[src/rtl/seven_seg_scan.sv]
// Scan controller for a 4-digit common-anode display: one digit per slot,
// per-frame input snapshot, anti-ghost blanking and leading-zero blanking.
module seven_seg_scan #(
    parameter int unsigned REFRESH_DIV  = 100000,
    parameter int unsigned BLANK_CYCLES = 1000
) (
    input  logic        clk,
    input  logic        reset,
    input  logic [15:0] value,
    input  logic [3:0]  dp_in,
    input  logic [3:0]  digit_en,
    input  logic        lz_blank,
    output logic [3:0]  hex,
    output logic        dp,
    output logic [3:0]  an,
    output logic        frame_tick
);

    localparam int unsigned     CNT_W    = (REFRESH_DIV > 1) ? $clog2(REFRESH_DIV) : 1;
    localparam logic [CNT_W-1:0] CNT_LAST = CNT_W'(REFRESH_DIV - 1);

    logic [CNT_W-1:0] cnt_q, cnt_d;
    logic [1:0]       idx_q, idx_d;
    logic [15:0]      s_val_q, s_val_d;
    logic [3:0]       s_dp_q, s_dp_d;
    logic [3:0]       s_en_q, s_en_d;
    logic             s_lz_q, s_lz_d;

    logic slot_end;
    logic past_blank;
    logic lzb;
    logic vis;

    assign slot_end   = (cnt_q == CNT_LAST);
    assign frame_tick = slot_end && (idx_q == 2'd3);

    always_comb begin
        cnt_d   = cnt_q + CNT_W'(1);
        idx_d   = idx_q;
        s_val_d = s_val_q;
        s_dp_d  = s_dp_q;
        s_en_d  = s_en_q;
        s_lz_d  = s_lz_q;
        if (slot_end) begin
            cnt_d = '0;
            idx_d = idx_q + 2'd1;
        end
        // Snapshot on the frame's last edge so a frame never mixes old and new data
        if (frame_tick) begin
            s_val_d = value;
            s_dp_d  = dp_in;
            s_en_d  = digit_en;
            s_lz_d  = lz_blank;
        end
    end

    always_ff @(posedge clk) begin
        if (reset) begin
            cnt_q   <= '0;
            idx_q   <= '0;
            s_val_q <= '0;
            s_dp_q  <= '0;
            s_en_q  <= '0;
            s_lz_q  <= 1'b0;
        end else begin
            cnt_q   <= cnt_d;
            idx_q   <= idx_d;
            s_val_q <= s_val_d;
            s_dp_q  <= s_dp_d;
            s_en_q  <= s_en_d;
            s_lz_q  <= s_lz_d;
        end
    end

    generate
        if (BLANK_CYCLES == 0) begin : g_no_blank
            assign past_blank = 1'b1;
        end else begin : g_blank
            assign past_blank = (cnt_q >= CNT_W'(BLANK_CYCLES));
        end
    endgenerate

    always_comb begin
        hex = s_val_q[3:0];
        lzb = 1'b0;
        case (idx_q)
            2'd0: begin
                hex = s_val_q[3:0];
                lzb = 1'b0;
            end
            2'd1: begin
                hex = s_val_q[7:4];
                lzb = s_lz_q && (s_val_q[15:4] == 12'h000);
            end
            2'd2: begin
                hex = s_val_q[11:8];
                lzb = s_lz_q && (s_val_q[15:8] == 8'h00);
            end
            default: begin
                hex = s_val_q[15:12];
                lzb = s_lz_q && (s_val_q[15:12] == 4'h0);
            end
        endcase
    end

    assign dp  = ~s_dp_q[idx_q];
    assign vis = s_en_q[idx_q] && !lzb && past_blank;
    assign an  = vis ? ~(4'b0001 << idx_q) : 4'b1111;

endmodule

[config.mk]
export PLATFORM = sky130hd
export DESIGN_NAME = seven_seg_scan
export DESIGN_NICKNAME = d
export VERILOG_FILES = /design/src/rtl/seven_seg_scan.sv
export SDC_FILE = /design/constraint.sdc
export NUM_CORES = 1
export LEC_CHECK = 0
export ABC_AREA = 1
export CORE_UTILIZATION = 53
export DETAILED_ROUTE_END_ITERATION = 7
export PLACE_DENSITY = 0.79
export SYNTH_ARGS = -nofsm -noshare
export SYNTH_HDL_FRONTEND = slang
export SYNTH_SLANG_ARGS = --single-unit
[constraint.sdc]
create_clock -name clk -period 1.8 [get_ports clk]
set_input_delay 0.45 -clock clk [delete_from_list [all_inputs] [get_ports clk]]
set_output_delay 0.45 -clock clk [all_outputs]
set_load 0.01 [all_outputs]
==> results.yml <==
route:
  viasPerCell: 5.292
  wl_per_cell_um: 14.19
  firstDrtPassIters: 5
  drc: 0
  vias: 2609
  ant_nets: 0
  drt_iter0_drc: 310
  wl_mm: 6.997
yosys:
  syn_inst: 353
  yosysSeqAreaShare: 0.3832
  synth_top_area_frac: 0.3832
  ys_ff_latch: 44
  synthTopCellsByArea: "dfxtp_1 (38%), nand2_1 (15%), nor2_1 (12%), inv_1 (8.2%), ha_1 (3.8%)"
  synth_nets: 387
  yosysUniqueCellTypes: 27
  postSynthAreaPerCell_um2: 6.511
  syn_area_um2: 2298
  yosysTopAreaCell: "dfxtp_1"
  ys_warn_count: 0
global_routing:
  track_usage: 0.2976
  gr-total-overflow: 0
  grt_pass1_wl_mm: 10.18
  grt_max_degree: 51
  antenna_found_initial: 0
  grt_pass1_vias: 2360
placed_design:
  place_ws_ps: -373.7
  place_hpwl_mm: 4.009
  place_congestion: 0.8907
  port-buffer-count: 36
power_and_ir_drop:
  powerDensity_nw_per_um2: 571.2
  totalPowerFinal_mw: 1.916
  peakVddDrop_uv: 447.1
  p_leak_nw: 1.543
clocking:
  cts_tree: "built"
  h-tree-depth: 2
  root_buffer: "clkbuf_8"
  cts_buffer_depth: 2
  clk_pin_slew_ps: 80
  clock-sinks: 44
  clk_latency_ps: 300
  cts_buffers: 5
  hold_buffers: 0
cells_and_area:
  area_growth_pct: 45.89
  antennaDiodeCount: 0
  final_util: 0.8206
  final_cell_mix: "nand2_1 (89), nor2_1 (73), buf_4 (50)"
  final_common_cell: "nand2_1"
  drive_above_1_share: 0.2573
  num-nets-final: 476
worst_setup_path:
  critPathKind: "reg2out"
  crit_slowest_cell: "dfxtp_4"
  path_max_fanout: 4
  max_stage_delay_ps: 400
  critPathTopFamily: "simple AND/OR/NAND/NOR gates"
  critical_path_buf_inv_count: 2
  path_common_cell: "nand3_2"
  cp.arrival_ps: 1660
  critPathCaptureType: "output port"
  crit_required_ps: 1350
  critPathLaunchType: "flip-flop"
  crit_chain: "buf_12, ha_4, nand3_2, o21ai_2, nand2_1, nand2_2, nand2_4, nand3_2, buf_6"
status:
  outcome: "finished with violations"
  violations: "negative setup slack"
run:
  max_cap_viol_count: 0
sta:
  max_freq_mhz: 473.3
  period_minus_slack_ps: 2113
  hold_violations: 0
  setup_violations: 10
  skew_ps: 3.058
  post-route-worst-setup-slack_ps: -312.8
  worst_slew_pin_slew_ps: 474.2
  report.final.slew_viol_count: 0
  timing.slew.headroom: 0.6839
  post-route-period-util: 1.174
  rsz0062_at_grt: "yes"
floorplan:
  rows: 23
  die-height_um: 67.86
  initial_core_util: 0.5625
  die-area_um2: 4604
  pin_count: 37
  die_w_um: 67.86
  core_area_um2: 4086
min_path:
  hold_path.class: "reg2reg"
cell families (layout without fill, tap and decap cells):
logic type / count (synthesis) / after routing / synth area share
AO/OA/AOI/OAI: 36 / 36 / 0.08329
AND/OR/NAND/NOR: 202 / 202 / 0.3696
adder cells (fa/ha/maj): 7 / 7 / 0.03810
flip-flops: 44 / 44 / 0.3832
buffers and inverters: 60 / 150 / 0.1105
XOR/XNOR: 4 / 4 / 0.01525
synthesized netlist by cell type:
| cell type | instances |
|---|---|
| nand3_1 | 14 |
| nand3_2 | 2 |
| nand3b_1 | 1 |
| nand4_4 | 1 |
| clkbuf_1 | 2 |
| nor2_4 | 2 |
| o211ai_1 | 1 |
| inv_2 | 2 |
| a31oi_1 | 1 |
| inv_1 | 50 |
| buf_2 | 2 |
| nand2_2 | 1 |
| buf_4 | 1 |
| buf_6 | 3 |
| nand4_1 | 5 |
| nor2_2 | 1 |
| dfxtp_1 | 44 |
| ha_1 | 7 |
| nand2_1 | 93 |
| a22oi_1 | 1 |
| o21ai_0 | 13 |
| a21oi_1 | 16 |
| o22ai_1 | 4 |
| xor2_1 | 3 |
| xnor2_1 | 1 |
| nor2_1 | 76 |
| nor3_1 | 6 |
report_power, final:
| part | switching (mW) | internal, mW | total [mW] |
|---|---|---|---|
| clock | 0.347 | 0.490 | 0.837 |
| sequential | 0.00549 | 0.976 | 0.981 |
| combinational | 0.0345 | 0.0630 | 0.0975 |
worst paths after layout:
kind	start	end	slack (ps)	depth (start not counted)
worst min register to register	cnt_q[16]$_SDFF_PP0_	cnt_q[16]$_SDFF_PP0_	520	2
worst max register to register	cnt_q[0]$_SDFF_PP0_	cnt_q[12]$_SDFF_PP0_	90	9
worst min-delay path	cnt_q[16]$_SDFF_PP0_	cnt_q[16]$_SDFF_PP0_	520	2
worst max-delay path	idx_q[0]$_SDFFE_PP0P_	an[1]	-310	9
timing repair:
item	CTS	global route
pin swaps	9	11
gates resized for setup	78	23
setup buffers	4	3
setup endpoints to repair	10	11
per-stage QoR:
stage	area [um2]	std cells	TNS, ps	hold slack [ps]
after floorplan	2298	353	0	429.6
after global placement	3030	480	-2585	472.0
after detailed placement	3030	480	-2905	481.4
after CTS	3272	492	-1519	495.8
after global routing	3353	493	-2920	539.3
final	3353	493	-2256	516.7
state kept, by name, summed over array words and instances, names as in the netlist:
name,cells
cnt_q,17
s_lz_q,1
s_dp_q,4
idx_q,2
s_val_q,16
s_en_q,4
per-layer routing:
metal	track usage	vias up	wire length, um
met1	0.3572	1194	2867
met2	0.4975	124	3410
met5	0	-	0
met3	0.06333	31	435
li1	-	1260	-
met4	0.1536	0	284
cell type report:
cell class                      count  area (um2)
Tap cell                           50       62.56
Fill cell                         269       733.2
Inverter                           52       200.2
Timing Repair Buffer               90       770.7
Sequential cell                    44       893.4
Clock inverter                      1       30.03
Clock buffer                        7       96.34
Multi-Input combinational cell    249        1300
worst reg2reg max path: cells and delay by family, from the launching register on:
family | cells | cell delay [ps]
AND/OR/NAND/NOR | 6 | 870
flip-flops | 1 | 360
buffers and inverters | 2 | 200
adder cells (fa/ha/maj) | 1 | 140
Note: power is estimated with default switching activity, not from simulation.
